===== config.mk =====
export PLATFORM = sky130hd
export DESIGN_NAME = sim_ctrl
export DESIGN_NICKNAME = d
export VERILOG_FILES = /design/src/rtl/sim_ctrl.sv
export SDC_FILE = /design/constraint.sdc
export NUM_CORES = 1
export LEC_CHECK = 0
export CORE_UTILIZATION = 52
export DETAILED_ROUTE_END_ITERATION = 8
export PLACE_DENSITY = 0.81
export SYNTH_ARGS = -nofsm -noshare
export SYNTH_HDL_FRONTEND = slang
export SYNTH_SLANG_ARGS = --single-unit

===== constraint.sdc =====
create_clock -name clk -period 2.9 [get_ports clk]
set_input_delay 0.58 -clock clk [delete_from_list [all_inputs] [get_ports clk]]
set_output_delay 0.58 -clock clk [all_outputs]
set_load 0.1 [all_outputs]

===== src/rtl/sim_ctrl.sv =====
// rtl/sim_ctrl.sv - simulation control: core reset sequencing, halt/exit-code collection, watchdog, verdict
module sim_ctrl #(
  parameter int NUM_HARTS      = 1,
  parameter int RST_CYCLES     = 16,
  parameter int TIMEOUT_CYCLES = 1000000,
  parameter int DRAIN_CYCLES   = 4,
  parameter int CNT_W          = 64
) (
  input  logic                   clk,
  input  logic                   rst_n,
  input  logic [NUM_HARTS-1:0]   ebreak_end,
  input  logic [NUM_HARTS-1:0]   commit,
  input  logic [32*NUM_HARTS-1:0] exit_code,
  output logic                   dut_rst_n,
  output logic                   sim_done,
  output logic                   sim_pass,
  output logic                   sim_timeout,
  output logic [NUM_HARTS-1:0]   halt_mask,
  output logic [NUM_HARTS-1:0]   fail_mask,
  output logic [CNT_W-1:0]       cycle_cnt,
  output logic [CNT_W-1:0]       instret_cnt
);

  localparam int RC_W = $clog2(RST_CYCLES + 1);
  localparam int WD_W = (TIMEOUT_CYCLES > 0) ? $clog2(TIMEOUT_CYCLES + 1) : 1;
  localparam int DR_W = (DRAIN_CYCLES > 0) ? $clog2(DRAIN_CYCLES + 1) : 1;
  localparam logic [RC_W-1:0] RC_LAST = RC_W'(RST_CYCLES - 1);
  localparam logic [WD_W-1:0] WD_LIM  = WD_W'(TIMEOUT_CYCLES);
  localparam logic [DR_W-1:0] DR_LIM  = DR_W'(DRAIN_CYCLES);

  typedef enum logic [1:0] {ST_RST, ST_RUN, ST_DRAIN, ST_DONE} state_t;

  state_t               state, state_nxt;
  logic [RC_W-1:0]      rst_cnt, rst_cnt_nxt;
  logic [WD_W-1:0]      wd, wd_nxt;
  logic [DR_W-1:0]      drain_cnt, drain_cnt_nxt;
  logic                 dut_rst_n_nxt, done_nxt, pass_nxt, timeout_nxt;
  logic [NUM_HARTS-1:0] halt_nxt, fail_nxt, new_halt, halt_all, code_nz;
  logic [CNT_W-1:0]     cycle_nxt, instret_nxt, pop;

  always_comb begin
    state_nxt     = state;
    rst_cnt_nxt   = rst_cnt;
    wd_nxt        = wd;
    drain_cnt_nxt = drain_cnt;
    dut_rst_n_nxt = dut_rst_n;
    done_nxt      = sim_done;
    pass_nxt      = sim_pass;
    timeout_nxt   = sim_timeout;
    halt_nxt      = halt_mask;
    fail_nxt      = fail_mask;
    cycle_nxt     = cycle_cnt;
    instret_nxt   = instret_cnt;
    pop           = '0;
    code_nz       = '0;
    for (int i = 0; i < NUM_HARTS; i++) begin
      code_nz[i] = |exit_code[32*i +: 32];
      pop        = pop + CNT_W'(commit[i]);
    end
    // Only the first rise of a level-sensitive halt is acted on
    new_halt = ebreak_end & ~halt_mask;
    halt_all = halt_mask | new_halt;

    case (state)
      ST_RST: begin
        if (rst_cnt == RC_LAST) begin
          state_nxt     = ST_RUN;
          dut_rst_n_nxt = 1'b1;
        end else begin
          rst_cnt_nxt = rst_cnt + RC_W'(1);
        end
      end
      ST_RUN: begin
        cycle_nxt   = cycle_cnt + CNT_W'(1);
        instret_nxt = instret_cnt + pop;
        halt_nxt    = halt_all;
        fail_nxt    = fail_mask | (new_halt & code_nz);
        wd_nxt      = ((|commit) || (|new_halt)) ? '0 : wd + WD_W'(1);
        // The final halt takes priority over a coincident watchdog expiry
        if (&halt_all) begin
          if (DRAIN_CYCLES == 0) begin
            state_nxt = ST_DONE;
            done_nxt  = 1'b1;
            pass_nxt  = ~|fail_nxt;
          end else begin
            state_nxt     = ST_DRAIN;
            drain_cnt_nxt = '0;
          end
        end else if ((TIMEOUT_CYCLES != 0) && (wd_nxt == WD_LIM)) begin
          state_nxt   = ST_DONE;
          done_nxt    = 1'b1;
          timeout_nxt = 1'b1;
          pass_nxt    = 1'b0;
        end
      end
      ST_DRAIN: begin
        if (drain_cnt == DR_LIM) begin
          state_nxt = ST_DONE;
          done_nxt  = 1'b1;
          pass_nxt  = ~|fail_mask;
        end else begin
          drain_cnt_nxt = drain_cnt + DR_W'(1);
        end
      end
      default: begin
      end
    endcase
  end

  always_ff @(posedge clk) begin
    if (!rst_n) begin
      state       <= ST_RST;
      rst_cnt     <= '0;
      wd          <= '0;
      drain_cnt   <= '0;
      dut_rst_n   <= 1'b0;
      sim_done    <= 1'b0;
      sim_pass    <= 1'b0;
      sim_timeout <= 1'b0;
      halt_mask   <= '0;
      fail_mask   <= '0;
      cycle_cnt   <= '0;
      instret_cnt <= '0;
    end else begin
      state       <= state_nxt;
      rst_cnt     <= rst_cnt_nxt;
      wd          <= wd_nxt;
      drain_cnt   <= drain_cnt_nxt;
      dut_rst_n   <= dut_rst_n_nxt;
      sim_done    <= done_nxt;
      sim_pass    <= pass_nxt;
      sim_timeout <= timeout_nxt;
      halt_mask   <= halt_nxt;
      fail_mask   <= fail_nxt;
      cycle_cnt   <= cycle_nxt;
      instret_cnt <= instret_nxt;
    end
  end

endmodule


### Yosys cells after proc, flatten, opt, wreduce, memory -nomap -nowiden

Cells that the tools add are included.

| operators by class | value |
|---|---|
| add/sub/neg operators | 5 |
| equal/unequal tests | 12 |
| mux-type cells | 17 |
| bitwise gates (word level) | 7 |
| reductions and logical operators | 12 |

Operator list:

| cell | number |
|---|---|
| $add A64 B1 Y64 | 1 |
| $add A64 B1 Y64 const B | 1 |
| $reduce_or A32 Y1 | 1 |
| $add A20 B1 Y20 const B | 1 |
| $eq A20 B20 Y1 const B | 1 |
| $mux W20 | 1 |
| $ne A2 B2 Y1 const B | 6 |
| $mux W2 | 4 |
| $reduce_and A4 Y1 | 2 |
| $mux W1 | 6 |
| $mux W3 | 2 |
| $pmux W2 S3 | 1 |
| $pmux W3 S2 | 1 |
| $reduce_and A3 Y1 | 2 |
| $add A5 B1 Y5 const B | 1 |
| $eq A5 B4 Y1 const B | 1 |
| $pmux W1 S2 | 2 |
| $reduce_and A2 Y1 | 2 |
| $add A3 B1 Y3 const B | 1 |
| $eq A3 B3 Y1 const B | 1 |
| $ne A3 B3 Y1 const B | 1 |
| $not A1 Y1 | 3 |
| $reduce_bool A3 Y1 | 1 |
| $and A1 B1 Y1 | 2 |
| 7 further kinds | 8 |

| word-level totals | value |
|---|---|
| flip-flop bits (word level) | 164 |
| output and inout bits | 134 |

### Depth between registers and ports, before layout

Gate-level depths: netlist (run 1).

| depth | value |
|---|---|
| word-level depth | 8 |
| mapped depth | 11 |
| depth with buffers taken out | 9 |

### Worst setup path after synthesis (run 1)

Ideal clock, no wire load.

| timing | value |
|---|---|
| path type | reg-to-reg |
| start | register cycle_cnt[8] |
| end | register cycle_cnt[63] |
| library setup time | 0.115 ns |
| arrival | 3.039 ns |
| data required time | 2.785 ns |
| setup slack | -0.254 ns |
| cell stages (with the launch flop) | 9 |
| path buffers | 1 |
| cell sequence | dfxtp_1 > and4_1 > nand4_1 > or4_1 > buf_2 > nor3_4 > nand4_1 > xnor2_1 > and2_1 |

| on the way | value |
|---|---|
| longest elaborated chain between the ends | 1 |

RTL lines:

| what | RTL line | RTL |
|---|---|---|
| start: declaration | 20 | `output logic [CNT_W-1:0] cycle_cnt,` |
| start signal: assignment | 135 | `cycle_cnt <= cycle_nxt;` |
| $add A64 B1 Y64 | 74 | `cycle_nxt = cycle_cnt + CNT_W'(1);` |

Every way passes these cells.
A chain may end at the register's enable or synchronous reset.

### Worst setup path in the final report (run 1)

| timing | value |
|---|---|
| start | input commit |
| end | register instret_cnt[58] |

| on the way | value |
|---|---|
| longest elaborated chain between the ends | 1 |

RTL lines:

| what | RTL line | RTL |
|---|---|---|
| start: declaration | 12 | `input logic [NUM_HARTS-1:0] commit,` |
| $add A64 B1 Y64 | 75 | `instret_nxt = instret_cnt + pop;` |
| end signal: assignment | 136 | `instret_cnt <= instret_nxt;` |
| end: declaration | 21 | `output logic [CNT_W-1:0] instret_cnt` |

Every way passes these cells.

==> summary.md, run 1 <==
| Metric | Value |
|---|---|
| Max Slew Vio Count | `0` |
| Unrepaired setup endpoints after global routing | `no` |
| Netlist Area Pre-Place | `8218 sq um` |
| Clock edge transition at the registers on the reported setup and hold paths | `60 ps` |
| Critical path's top delay family | `simple AND/OR/NAND/NOR gates` |
| Area overhead of the layout relative to synthesis | `28.00%` |
| Synth async-reset ratio | `0%` |
| Diode insertion count for antenna repair | `0` |
| Mapped Cells | `940` |
| Count of unique library cells instantiated by Yosys | `54` |
| Total global routing overflow | `0` |
| Max layer used | `met4` |
| Maximum operating frequency | `0.3767 GHz` |
| Metal2 WL | `8745 um` |
| Share of the yosys chip area belonging to registers | `39.95%` |
| Maximum net fanout on the critical path | `13` |
| Buffer cell driving the clock tree root | `clkbuf_16` |
| Buffers & Inverters on Critical Path | `2` |
| Result of the run | `finished clean` |
| Share of layout cells above drive strength 1 | `23.13%` |
| Length of the first detailed-routing pass in iterations | `5` |
| Met1 wire length | `8861 um` |
| Min-Delay Path Depth | `1` |
| Via count of the first global-routing pass | `6,712` |
| Reg-to-reg startpoint | `cycle_cnt[10]` |
| H-tree lvl count | `4` |
| Number of nets in the layout | `1,159` |
| Wire length per cell after detailed routing | `14.36 um` |
| Data required time at the worst endpoint | `3260 ps` |
| Starting utilization of the core area | `53.66%` |
| Clock buffers created by TritonCTS | `17` |
| Largest stage delay, worst path | `500 ps` |
| Final Routed Wirelength | `19,170 um` |
| Crit-path cells | `clkdlybuf4s50_1 > ha_1 > ha_1 > nand2_1 > nor2_1 > and3_2 > nor4b_2 > buf_4 > nand2_1 > or3_1 > a21boi_0` |
| Tot Pwr | `5319 uW` |
| Count of flip-flops with a built-in enable after synthesis | `0` |
| Worst Min Path Start | `sim_timeout` |
| Commonest non-fill, non-tap cells in the layout | `160 x buf_4, 123 x and2_1, 119 x dfxtp_1, 99 x xnor2_1, 91 x nand2_1` |
| Critical path class | `input port to flip-flop` |
| Average vias per placed instance | `5.373` |
| CP Data Arrival Time | `3010 ps` |
| Reg power frac | `44.2%` |
| Logic pwr share | `12.2%` |
| Minimum period implied by the final worst setup slack | `2654 ps` |
| Final setup viols | `0` |
| Worst Reg2Reg Path Length in Cells | `7` |
| Reg2reg setup slack | `310 ps` |
| Buffers from clock root to sink, at most | `2` |
| Number of I/O port buffers | `169` |
| Worst-case hold path end point | `sim_timeout` |
| Number of setup buffers added after CTS | `0` |
| Startpoint Class | `input port` |
| Total of max-cap violations | `0` |
| Die Area | `16,310 sq um` |
| Worst slew margin relative to its limit | `59.15%` |
| I/O pin cnt | `170` |
| Leading cell type in the layout, fill and taps excluded | `buf_4` |
| Length of routed met3 wiring | `1403 um` |
| CTS Hold Buffers Added | `0` |
| Critical Path End Type | `flip-flop` |
| End of the worst register-to-register path | `cycle_cnt[63]` |
| Power share of the clock group | `43.6%` |
| Post-CTS sizing | `0` |
| Wire length of the first global-routing pass | `31,890 um` |
| Final number of hold-violating endpoints | `0` |
| Detailed-placement wirelength estimate | `13,500 um` |
| Total GRT Usage | `24.05%` |
| Transition time at the pin with the least slew margin | `607.2 ps` |
| TritonCTS Sinks | `164` |
| Number of antenna violations at the first check in global routing | `0` |
| Net switching component of the power | `1368 uW` |
| Chip height | `127.7 um` |
| TritonCTS clock tree | `yes` |
| Routability congestion estimate from global placement | `0.8552` |
| DR iter-0 viols | `379` |
| Setup skew after layout | `15.03 ps` |
| Cells after DPL | `1,303` |
| Total core area | `15,310 sq um` |
| Total internal power | `3951 uW` |
| Number of design rule violations left after detail routing | `0` |
| Leakage Power | `0.004195 uW` |
| Syn nets | `988` |
| Top_reg_cell synth | `dfxtp_1` |
| Number of vias in the routed layout | `7,173` |
| Non-filler instance count after layout | `1,335` |
| PD cells | `505.7 nW/um^2` |
| Number of routed nets with antenna violations | `0` |
| Maximum number of pins on one net before global-route repair | `69` |
| Synthesis-stage register bit count | `164` |
| Yosys warning total | `0` |
| Die Span X | `127.7 um` |
| Worst min-delay path class | `flip-flop to flip-flop` |
| Fraction of power spent switching nets | `25.72%` |
| Rows | `45` |
| Per-instance average area after synthesis | `8.742 sq um` |
| Period utilization | `91.53%` |
| Skew-Pair Late Insertion Delay | `430 ps` |
| CP max-delay cell | `clkdlybuf4s50_1` |
| Worst voltage drop across the vdd grid | `0.4967 mV` |
[synthesized netlist by cell type (all sizes together) (23+ instances only)]
| library cell | instances | share of area (%) |
|---|---|---|
| dfxtp | 164 | 40 |
| and2 | 123 | 9.4 |
| xnor2 | 99 | 11 |
| nand2 | 91 | 4.2 |
| nand3 | 63 | 4.0 |
| nand4 | 43 | 3.3 |
| clkbuf | 30 | 1.4 |
| nor2 | 29 | 1.4 |
| xor2 | 28 | 3.0 |
| nor2b | 26 | 2.0 |
| o21ai | 26 | 1.6 |
| and3 | 24 | 1.9 |
| nor4 | 23 | 2.3 |
[cell type report]
cell class	instances	area, sq um
Multi-Input combinational cell	717	4690
Inverter	16	60.06
Fill cell	1291	4796
Sequential cell	164	3339
Tap cell	211	264.0
Timing Repair Buffer	195	1562
Clock buffer	24	481.7
Clock inverter	8	122.6
[how the worst max path moves through the flow]
stage	from	endpoint	slack [ps]	cells after the start
finish	commit	instret_cnt[58]	250	11
global route	commit	instret_cnt[58]	80	11
CTS	commit	instret_cnt[58]	260	11
detailed placement	commit	instret_cnt[58]	-160	11
global placement	commit	instret_cnt[58]	-60	11
floorplan	cycle_cnt[37]	cycle_cnt[63]	-10	7
[sequential cells by signal, indices dropped and copies added (netlist names)]
signal,cells
sim_pass,1
state,2
dut_rst_n,1
sim_timeout,1
fail_mask,1
instret_cnt,64
drain_cnt,3
sim_done,1
wd,20
halt_mask,1
rst_cnt,5
cycle_cnt,64
[stage by stage]
stage | setup slack, ps | instance area (sq um) | util (%) | hold slack (ps) | setup TNS, ps
finish | 245.6 | 10520 | 68.68 | 486.9 | 0
floorplan | -12.40 | 8274 | - | 470.9 | -12.40
CTS | 264.1 | 10520 | 68.68 | 483.7 | 0
detailed placement | -157.4 | 9915 | 64.74 | 470.2 | -845.2
global placement | -61.70 | 9915 | 64.74 | 474.0 | -130.0
global route | 75.51 | 10520 | 68.68 | 516.0 | 0
[kinds of logic after synthesis]
logic type | after synthesis | synth area share, %
AOI/OAI and AO/OA | 83 | 6.303
muxes | 9 | 1.111
xor gates and xnor gates | 127 | 13.54
and+or+nand+nor | 486 | 34.29
adders and majority gates | 12 | 1.827
buffers and inverters | 59 | 2.984
DFF | 164 | 39.95
[per-layer routing]
layer	vias up	GRT usage (%)
met5	-	0
met4	0	5.536
met3	14	7.930
met2	202	39.02
met1	3374	31.00
li1	3583	-
[power groups by stage]
stage,Clock [uW],Sequential (uW),Combinational (uW)
floorplan,0,2540,319
global placement,0,2400,639
detailed placement,0,2400,648
CTS,2340,2350,655
global route,2440,2360,710
finish,2320,2350,651
No activity file was read; power rests on OpenSTA's default activity.
==> run 2, diff against run 1 <==
--- a/config.mk
+++ b/config.mk
@@ -11,3 +11,4 @@
 export SYNTH_ARGS = -nofsm -noshare
 export SYNTH_HDL_FRONTEND = slang
 export SYNTH_SLANG_ARGS = --single-unit
+export TNS_END_PERCENT = 10
==> results of run 2 <==
No change in the layout: final DEF, timing and power equal those of run 1.
==> run 3, diff against run 2 <==
--- a/config.mk
+++ b/config.mk
@@ -5,9 +5,10 @@
 export SDC_FILE = /design/constraint.sdc
 export NUM_CORES = 1
 export LEC_CHECK = 0
-export CORE_UTILIZATION = 52
+export CORE_UTILIZATION = 53
+export CTS_BUF_LIST = sky130_fd_sc_hd__clkbuf_8
 export DETAILED_ROUTE_END_ITERATION = 8
-export PLACE_DENSITY = 0.81
+export PLACE_DENSITY = 0.82
 export SYNTH_ARGS = -nofsm -noshare
 export SYNTH_HDL_FRONTEND = slang
 export SYNTH_SLANG_ARGS = --single-unit
==> summary.md, run 3 (same netlist as run 1, synthesis figures left out) <==
| Metric | Value |
|---|---|
| Setup TNS | `0 ps (unchanged)` |
| Final number of hold-violating endpoints | `0 (unchanged)` |
| CTS Hold Buffers Added | `0 (unchanged)` |
| Die Span X | `126.5 um (-0.93%)` |
| Worst min-delay path class | `flip-flop to flip-flop` |
| Skew-Pair Late Insertion Delay | `460 ps (+30 ps)` |
| TritonCTS Sinks | `164 (unchanged)` |
| Worst slew margin relative to its limit | `53.40% (-5.7 points)` |
| Diode insertion count for antenna repair | `0 (unchanged)` |
| Total internal power | `3548 uW (-10%)` |
| Critical Path End Type | `flip-flop` |
| Buffer cell driving the clock tree root | `clkbuf_8` |
| Transition time at the pin with the least slew margin | `699.0 ps (+91.82 ps)` |
| Buffers & Inverters on Critical Path | `2 (unchanged)` |
| Worst Slack Setup Final | `305.1 ps (+59.45 ps)` |
| Leading cell type in the layout, fill and taps excluded | `buf_4` |
| Area overhead of the layout relative to synthesis | `25.81%` |
| Number of setup buffers added after CTS | `0 (unchanged)` |
| Wire length of the first global-routing pass | `31,820 um (-0.22%)` |
| Post-CTS sizing | `0 (unchanged)` |
| Result of the run | `finished clean` |
| Wire length per cell after detailed routing | `14.66 um (+2.0%)` |
| Startpoint Class | `input port` |
| Total GRT Usage | `24.38% (+0.33 points)` |
| TritonCTS clock tree | `yes` |
| Post-Place Setup Slack | `-122.7 ps (+34.67 ps)` |
| Logic pwr share | `13.1% (+0.9 points)` |
| Clock buffers created by TritonCTS | `17 (unchanged)` |
| Number of I/O port buffers | `169 (unchanged)` |
| Final Routed Wirelength | `19,210 um (+0.20%)` |
| Critical path's top delay family | `simple AND/OR/NAND/NOR gates` |
| Fraction of power spent switching nets | `27.58% (+1.9 points)` |
| Final setup viols | `0 (unchanged)` |
| Leakage Power | `0.004112 uW (-2.0%)` |
| Commonest non-fill, non-tap cells in the layout | `159 x buf_4, 123 x and2_1, 119 x dfxtp_1, 99 x xnor2_1, 91 x nand2_1` |
| Largest regs | `cycle_cnt: 64 flops, instret_cnt: 64 flops, wd: 20 flops` |
| Rows | `45 (unchanged)` |
| Minimum period implied by the final worst setup slack | `2595 ps (-59.45 ps)` |
| Number of design rule violations left after detail routing | `0 (unchanged)` |
| Routability congestion estimate from global placement | `0.8564 (+0.14%)` |
| Reg power frac | `47.9% (+3.7 points)` |
| H-tree lvl count | `4 (unchanged)` |
| Data required time at the worst endpoint | `3280 ps (+20 ps)` |
| Buffers from clock root to sink, at most | `2 (unchanged)` |
| Unrepaired setup endpoints after global routing | `no` |
| Largest stage delay, worst path | `490 ps (about the same)` |
| Length of the first detailed-routing pass in iterations | `5 (unchanged)` |
| Net switching component of the power | `1351 uW (-1.2%)` |
| Detailed-placement wirelength estimate | `13,620 um (+0.92%)` |
| Chip height | `126.5 um (-0.93%)` |
| CP max-delay cell | `clkdlybuf4s50_1` |
| Average vias per placed instance | `5.412 (+0.72%)` |
| Total of max-cap violations | `0 (unchanged)` |
| Clock edge transition at the registers on the reported setup and hold paths | `90 ps (+30 ps)` |
| Die Area | `16,010 sq um (-1.9%)` |
| Critical path class | `input port to flip-flop` |
| CP Data Arrival Time | `2980 ps (-30 ps)` |
| Starting utilization of the core area | `54.26% (+0.60 points)` |
| Power share of the clock group | `39.0% (-4.6 points)` |
| Crit-path cells | `clkdlybuf4s50_1 > ha_1 > ha_1 > nand2_1 > nor2_1 > and3_2 > nor4b_2 > buf_4 > nand2_1 > or3_1 > a21boi_0` |
| I/O pin cnt | `170 (unchanged)` |
| Number of nets in the layout | `1,158 (-0.086%)` |
| Total core area | `15,150 sq um (-1.1%)` |
| Number of vias in the routed layout | `7,095 (-1.1%)` |
| Number of filler cells placed in the layout | `1,239 (-4.0%)` |
| Total global routing overflow | `0 (unchanged)` |
| Number of routed nets with antenna violations | `0 (unchanged)` |
| Period utilization | `89.48% (-2.0 points)` |
| Setup skew after layout | `13.41 ps (-1.615 ps)` |
| Worst voltage drop across the vdd grid | `0.3813 mV (-23%)` |
| Number of antenna violations at the first check in global routing | `0 (unchanged)` |
| Share of layout cells above drive strength 1 | `23.42% (+0.29 points)` |
| Max Slew Vio Count | `0 (unchanged)` |
| Maximum net fanout on the critical path | `13 (unchanged)` |
| Maximum number of pins on one net before global-route repair | `81 (+17%)` |
| Maximum operating frequency | `0.3854 GHz (+2.3%)` |
| DR iter-0 viols | `365 (-3.7%)` |
| Via count of the first global-routing pass | `6,547 (-2.5%)` |
| PD cells | `473.9 nW/um^2 (-6.3%)` |
run 3: path summary, 6_finish.rpt:
kind / startpoint / endpoint / slack, ps / depth (start not counted)
worst max register to register: wd[0] / sim_pass / 310 / 8
worst max-delay path: commit / instret_cnt[58] / 310 / 11
worst min-delay path: sim_timeout / sim_timeout / 480 / 1
worst min register to register: sim_timeout / sim_timeout / 480 / 1
run 3: power by group through the flow:
stage | clock network (uW) | logic [uW] | registers, uW
after floorplan | 0 | 319 | 2540
after global placement | 0 | 630 | 2400
after detailed placement | 0 | 639 | 2400
after CTS | 1940 | 642 | 2350
after global routing | 2050 | 696 | 2360
final | 1910 | 640 | 2350
run 3: routing by layer:
metal  vias to the layer above  track usage, %  routed length (um)
li1                       3573               -                   -
met1                      3313           31.94                8868
met2                       195           39.49                8896
met3                        14           7.423                1348
met4                         0           5.386                  99
met5                         -               0                   0
run 3: per-stage QoR:
step                utilization, %  cells  cell area (sq um)  power (uW)  hold WS [ps]
floorplan                        -    940               8274        2862         470.9
detailed placement           65.22   1279               9878        3041         459.9
finish                       68.26   1311              10340        4899         477.5
CTS                          68.26   1311              10340        4932         479.9
global placement             65.22   1279               9878        3029         455.6
global route                 68.26   1311              10340        5108         519.5
run 3: cell type report:
cell class / instances / area (sq um) / area share [%]
Multi-Input combinational cell: 717 / 4690 / 45.36
Clock inverter: 15 / 226.5 / 2.190
Inverter: 16 / 60.06 / 0.5809
Timing Repair Buffer: 194 / 1554 / 15.03
Clock buffer: 17 / 234.0 / 2.263
Tap cell: 188 / 235.2 / 2.275
Sequential cell: 164 / 3339 / 32.30
run 3: worst register-to-register path: stages (launching register included):
cell and delay [ps]:
dfxtp_1 460, ha_1 380, nand4_1 170, or4_4 460
mux2_2 300, nand2b_1 170, nor4_4 230, a21oi_1 120
a41o_1 200
